===== src/rtl/dcm_lock_ctrl.sv =====
// DCM start-up sequencer: RST pulse, lock wait with bounded retry, settle, then
// release of the downstream reset; also serialises single fine phase-shift steps.
module dcm_lock_ctrl #(
  parameter int RST_CYCLES    = 4,
  parameter int LOCK_TIMEOUT  = 65535,
  parameter int SETTLE_CYCLES = 16,
  parameter int MAX_RETRIES   = 7,
  parameter int PS_TIMEOUT    = 1023
) (
  input  logic       CLKIN,
  input  logic       RST,
  output logic       dcm_rst,
  input  logic       dcm_locked,
  input  logic       dcm_status,
  output logic       dcm_psen,
  output logic       dcm_psincdec,
  input  logic       dcm_psdone,
  input  logic       ps_req,
  input  logic       ps_dir,
  output logic       ps_ack,
  output logic       ps_err,
  output logic       sys_rst,
  output logic       locked,
  output logic       fail,
  output logic [2:0] retry_cnt
);

  localparam int RW = $clog2(RST_CYCLES + 1);
  localparam int LW = $clog2(LOCK_TIMEOUT + 1);
  localparam int SW = $clog2(SETTLE_CYCLES + 1);
  localparam int PW = $clog2(PS_TIMEOUT + 1);

  typedef enum logic [2:0] {
    S_RESET_DCM, S_WAIT_LOCK, S_SETTLE, S_RUN, S_PS_WAIT, S_FAIL
  } state_t;

  state_t        state, nxt;
  logic [1:0]    lk_sync;
  logic          lk, lost;
  logic [RW-1:0] rcnt;
  logic [LW-1:0] lcnt;
  logic [SW-1:0] scnt;
  logic [PW-1:0] pcnt;
  logic          issue, ack_n, err_n, timeout;

  always_ff @(posedge CLKIN or posedge RST) begin
    if (RST) lk_sync <= '0;
    else     lk_sync <= {lk_sync[0], dcm_locked};
  end

  assign lk   = lk_sync[1];
  assign lost = !lk || dcm_status;

  always_comb begin
    nxt     = state;
    issue   = 1'b0;
    ack_n   = 1'b0;
    err_n   = 1'b0;
    timeout = 1'b0;
    case (state)
      S_RESET_DCM: if (rcnt == RW'(RST_CYCLES - 1)) nxt = S_WAIT_LOCK;
      S_WAIT_LOCK: begin
        if (lk) nxt = S_SETTLE;
        else if (lcnt == LW'(LOCK_TIMEOUT - 1)) begin
          timeout = 1'b1;
          nxt     = (retry_cnt == 3'(MAX_RETRIES)) ? S_FAIL : S_RESET_DCM;
        end
      end
      S_SETTLE: begin
        if (lost) nxt = S_RESET_DCM;
        else if (scnt == SW'(SETTLE_CYCLES - 1)) nxt = S_RUN;
      end
      S_RUN: begin
        if (lost) nxt = S_RESET_DCM;
        else if (ps_req) begin
          issue = 1'b1;
          nxt   = S_PS_WAIT;
        end
      end
      // lock loss outranks a simultaneous psdone; psdone outranks the timeout
      S_PS_WAIT: begin
        if (lost) begin
          err_n = 1'b1;
          nxt   = S_RESET_DCM;
        end else if (dcm_psdone) begin
          ack_n = 1'b1;
          nxt   = S_RUN;
        end else if (pcnt == PW'(PS_TIMEOUT - 1)) begin
          err_n = 1'b1;
          nxt   = S_RUN;
        end
      end
      S_FAIL:  nxt = S_FAIL;
      default: nxt = S_RESET_DCM;
    endcase
  end

  always_ff @(posedge CLKIN or posedge RST) begin
    if (RST) begin
      state        <= S_RESET_DCM;
      rcnt         <= '0;
      lcnt         <= '0;
      scnt         <= '0;
      pcnt         <= '0;
      retry_cnt    <= '0;
      dcm_psen     <= 1'b0;
      dcm_psincdec <= 1'b0;
      ps_ack       <= 1'b0;
      ps_err       <= 1'b0;
    end else begin
      state <= nxt;
      rcnt  <= (state == S_RESET_DCM && nxt == S_RESET_DCM) ? rcnt + RW'(1) : '0;
      lcnt  <= (state == S_WAIT_LOCK && nxt == S_WAIT_LOCK) ? lcnt + LW'(1) : '0;
      pcnt  <= (state == S_PS_WAIT   && nxt == S_PS_WAIT)   ? pcnt + PW'(1) : '0;
      // the lock-detect cycle in WAIT_LOCK is the first qualifying settle cycle
      if (state == S_WAIT_LOCK && nxt == S_SETTLE) scnt <= SW'(!dcm_status);
      else if (state == S_SETTLE && nxt == S_SETTLE) scnt <= scnt + SW'(1);
      else scnt <= '0;
      if (timeout && nxt == S_RESET_DCM)     retry_cnt <= retry_cnt + 3'd1;
      else if (state == S_SETTLE && nxt == S_RUN) retry_cnt <= '0;
      dcm_psen <= issue;
      if (issue) dcm_psincdec <= ps_dir;
      ps_ack <= ack_n;
      ps_err <= err_n;
    end
  end

  assign dcm_rst = (state == S_RESET_DCM) || (state == S_FAIL);
  assign locked  = (state == S_RUN) || (state == S_PS_WAIT);
  assign sys_rst = !locked;
  assign fail    = (state == S_FAIL);

endmodule

===== config.mk =====
export PLATFORM = sky130hd
export DESIGN_NAME = dcm_lock_ctrl
export DESIGN_NICKNAME = d
export VERILOG_FILES = /design/src/rtl/dcm_lock_ctrl.sv
export SDC_FILE = /design/constraint.sdc
export NUM_CORES = 1
export LEC_CHECK = 0
export ABC_AREA = 1
export CORE_MARGIN = 4
export CORE_UTILIZATION = 25
export CTS_CLUSTER_SIZE = 40
export DETAILED_ROUTE_END_ITERATION = 8
export GPL_TIMING_DRIVEN = 0
export SLEW_MARGIN = 20
export SYNTH_ARGS = -nofsm -noshare
export SYNTH_HDL_FRONTEND = slang
export SYNTH_SLANG_ARGS = --single-unit

===== constraint.sdc =====
create_clock -name CLKIN -period 1.9 [get_ports CLKIN]
set_clock_uncertainty 0.2 [all_clocks]
set_input_delay 0.38 -clock CLKIN [delete_from_list [all_inputs] [get_ports CLKIN]]
set_output_delay 0.38 -clock CLKIN [all_outputs]
set_load 0.005 [all_outputs]

==> parameters.txt <==
Parameter                              Value

Outcome
  Result of the run    finished, violations left
  Failing checks    negative setup slack

STA
  Slew @ Worst Pin    between 0.4 and 0.5 ns
  Worst slew margin    0.710
  Number of endpoints failing setup at the final stage    29
  Slew Limit Fails    0
  Timing-limited maximum frequency    0.484 GHz
  RSZ-0062 raised after global routing    yes
  Final Hold Violating Endpoints    0
  Worst Setup Slack, final    -0.165 ns
  Post-route clock period utilization    1.09
  Minimum period implied by the final worst setup slack    a little over 2 ns

Place
  Placed Instance Area    around 0.0027 sq mm
  Total half-perimeter wirelength after legalization and detailed placement    3300 um
  Final weighted congestion in routability-driven placement    between 0.7 and 0.8
  Total instance count after detailed placement    395
  Port bufs    17

Global route
  Total overflow reported by the global router    0
  Pin count of the biggest net entering global routing    29
  Antenna violations before repair    0
  Global routing usage summed across all routing layers    0.0968
  Global-route wire length before repair    8780 um
  Number of global-route vias before repair    between 1,500 and 2,000

Pwr
  Max VDD drop    0.687 mV
  P_leak    1.45 nW
  Proportion of power drawn by combinational gates    0.336
  Power spent charging and discharging nets    roughly 800 uW
  Tot Pwr    2.54 mW
  Pwr dens    between 700 and 800 mW/mm^2
  Switching fraction of total power    0.315
  Internal power contribution    approximately 1.7 mW
  Clock power share    0.245
  Seq pwr share    0.420

Run
  Max-capacitance violation count    0

Floorplan
  Core footprint    about 0.009 sq mm
  Floorplan die area    approximately 0.011 sq mm
  Die W    between 100 and 150 um
  Number of standard-cell rows in the floorplan    34
  Starting Density    0.261
  Overall die height    approximately 100 um
  Number of top-level design ports    18

Drt
  Avg Vias per Cell    4.42
  Number of remaining DRC errors    0
  Average wire per cell in the routed design    12.1 um
  Number of design-rule violations left by the first detailed-router iteration    61
  Post-detailed-route count of antenna-violating nets    0
  Count of TritonRoute iterations in the first routing pass    4
  Total detailed-routing wirelength    roughly 5300 um
  Total vias in the final route    1,927

Cells and area
  Area of all placed cells without fillers    approximately 0.0033 sq mm
  Share of cells above drive strength 1    0.341
  Nets    ~340
  Count of antenna diodes in the layout    0
  Post-route non-filler standard cell count    436
  Most common cell after layout, fill and taps aside    sky130_fd_sc_hd__nand2_1
  Commonest cells after routing, fill and taps aside    sky130_fd_sc_hd__nand2_1 (44), sky130_fd_sc_hd__dfrtp_1 (43), sky130_fd_sc_hd__inv_1 (31), sky130_fd_sc_hd__nor2_1 (27), sky130_fd_sc_hd__buf_4 (26)
  Area overhead of the layout relative to synthesis    40.4%

Worst setup path
  Critical Path Fanout Max    6
  Worst-path cell chain    buf_6, nor2_4, buf_6, nand2_8, nor2_4, inv_2, nand2_2, nand2_4, nand2_4, nand3_4, buf_6, a21oi_1
  Launching element of the worst setup path    state[1]
  Reg-to-Reg Start    state[1]
  CP required    roughly 1.9 ns
  Critical Setup Path Class    reg -> reg
  Most used cell, CP    sky130_fd_sc_hd__buf_6
  Critical-path top delay cell    sky130_fd_sc_hd__dfrtp_2
  Nature of the critical path endpoint    flop
  Largest delay contributor family on the critical path    simple AND/OR/NAND/NOR gates
  WP buf/inv    4
  Largest stage delay on the critical path    roughly 0.43 ns
  Worst path arrival time    2.09 ns
  Launching element type of the critical path    flop

Yosys
  Cell types with the largest area share after synthesis    sky130_fd_sc_hd__dfrtp_1 (50%), sky130_fd_sc_hd__nand2_1 (8.7%), sky130_fd_sc_hd__nor2_1 (6.6%)
  Post-Syn Nets    286
  Total standard cell area after synthesis    about 0.0023 sq mm
  Distinct cell type count after synthesis    32
  Number of register bits inferred by synthesis    46
  Portion of the post-synthesis area used by sequential elements    0.496
  Number of synthesis warnings    0
  Dominant cell type by area after synthesis    sky130_fd_sc_hd__dfrtp_1
  Share of the synthesized area in the top cell type    0.496
  Mean instance size in the synthesized netlist    around 8.6 sq um
  Gate Count Post-Synth    between 200 and 300

Hold path
  Min-delay worst type    reg -> reg
  Startpoint of the tightest hold check path    lk_sync[0]

CTS
  Post-cts hold buffer count    0
  Insertion delay of the later-clocked pin in the worst-skew pair    ~0.30 ns
  Clock root buffer    sky130_fd_sc_hd__clkbuf_8
  Clock Sink Count    between 40 and 50
  CTS clk-pin slew, worst paths    ~0.080 ns
  Maximum root-to-sink buffer count    2
  Number of buffers created by CTS    5
  TritonCTS clock tree    yes
  Number of H-tree branching levels    2
stage by stage:
step | setup TNS (ns) | util | hold WS [ns] | worst slack (ns)
after floorplan | 0 | - | 0.131 | 0.0309
after global placement | -43.30 | 0.297 | 0.135 | -0.747
after global routing | -6.25 | 0.367 | 0.179 | -0.253
final | -3.29 | 0.367 | 0.157 | -0.165
after CTS | -2.41 | 0.352 | 0.160 | -0.137
after detailed placement | -11.07 | 0.299 | 0.140 | -0.429
cells by family after synthesis:
family,count (synthesis),synth area share
AND/OR/NAND/NOR,147,0.300
adder cells (fa/ha/maj),10,0.0539
flip-flops,46,0.496
multiplexers,1,0.00485
buffers and inverters,40,0.0679
XOR/XNOR,12,0.0453
AO/OA/AOI/OAI,13,0.0323
cell type report:
class | instances | area [sq um]
multi-input combinational | 183 | 1230
clock buffer | 7 | 86.3
tap | 108 | 135
fill | 861 | 5630
clock inverter | 1 | 5.00
inverter | 38 | 145
buffer | 1 | 5.00
sequential | 46 | 1150
timing repair buffer | 52 | 493
sequential cells by signal, summed over array words and instances, names as in the netlist:
name          flops
retry_cnt         3
ps_err            1
scnt              5
state             3
lcnt             16
dcm_psincdec      1
rcnt              3
dcm_psen          1
lk_sync           2
ps_ack            1
pcnt             10
synthesized netlist by cell type, drive strengths merged:
library cell and count:
ha 10, xor2 7, nand2 57, nor2 47, o211ai 1, clkbuf 1, mux2 1, inv 38
and3 1, a21oi 9, nand4 4, nor3 9, buf 1, nor3b 4, nor4 2, dfrtp 46
nand3 21, o21bai 1, or2 1, or3 1, o21ai 1, xnor2 5, o22ai 1
power by group through the flow:
stage | combinational [mW] | sequential [mW] | clock (mW)
global route | 0.913 | 1.07 | 0.689
CTS | 0.744 | 1.06 | 0.641
global placement | 0.413 | 1.10 | 0
finish | 0.853 | 1.07 | 0.622
floorplan | 0.298 | 1.09 | 0
detailed placement | 0.432 | 1.10 | 0
worst paths after layout:
check,to,slack [ns],depth (start not counted)
max in group asynchronous,state[1],0.79,3
worst max register to register,lcnt[14],-0.17,12
worst max-delay path,lcnt[14],-0.17,12
min in group asynchronous,lcnt[7],0.20,2
worst min-delay path,lk_sync[1],0.16,0
worst min register to register,lk_sync[1],0.16,0
metal layers:
| layer | share of wire | routed length (um) | global-route usage |
|---|---|---|---|
| met5 | 0 | 0 | 0 |
| met3 | 0.039 | 205 | 0.0267 |
| met1 | 0.44 | 2290 | 0.116 |
| met4 | 0.016 | 82 | 0.0380 |
| met2 | 0.51 | 2690 | 0.164 |
repair_timing:
item                       4_1_cts  5_1_grt
gates resized for setup         51       34
setup endpoints to repair       31       39
buffers inserted                29        4
pin swaps                       19       19
cloned                           1        0
(Power assumes the default switching activity.)
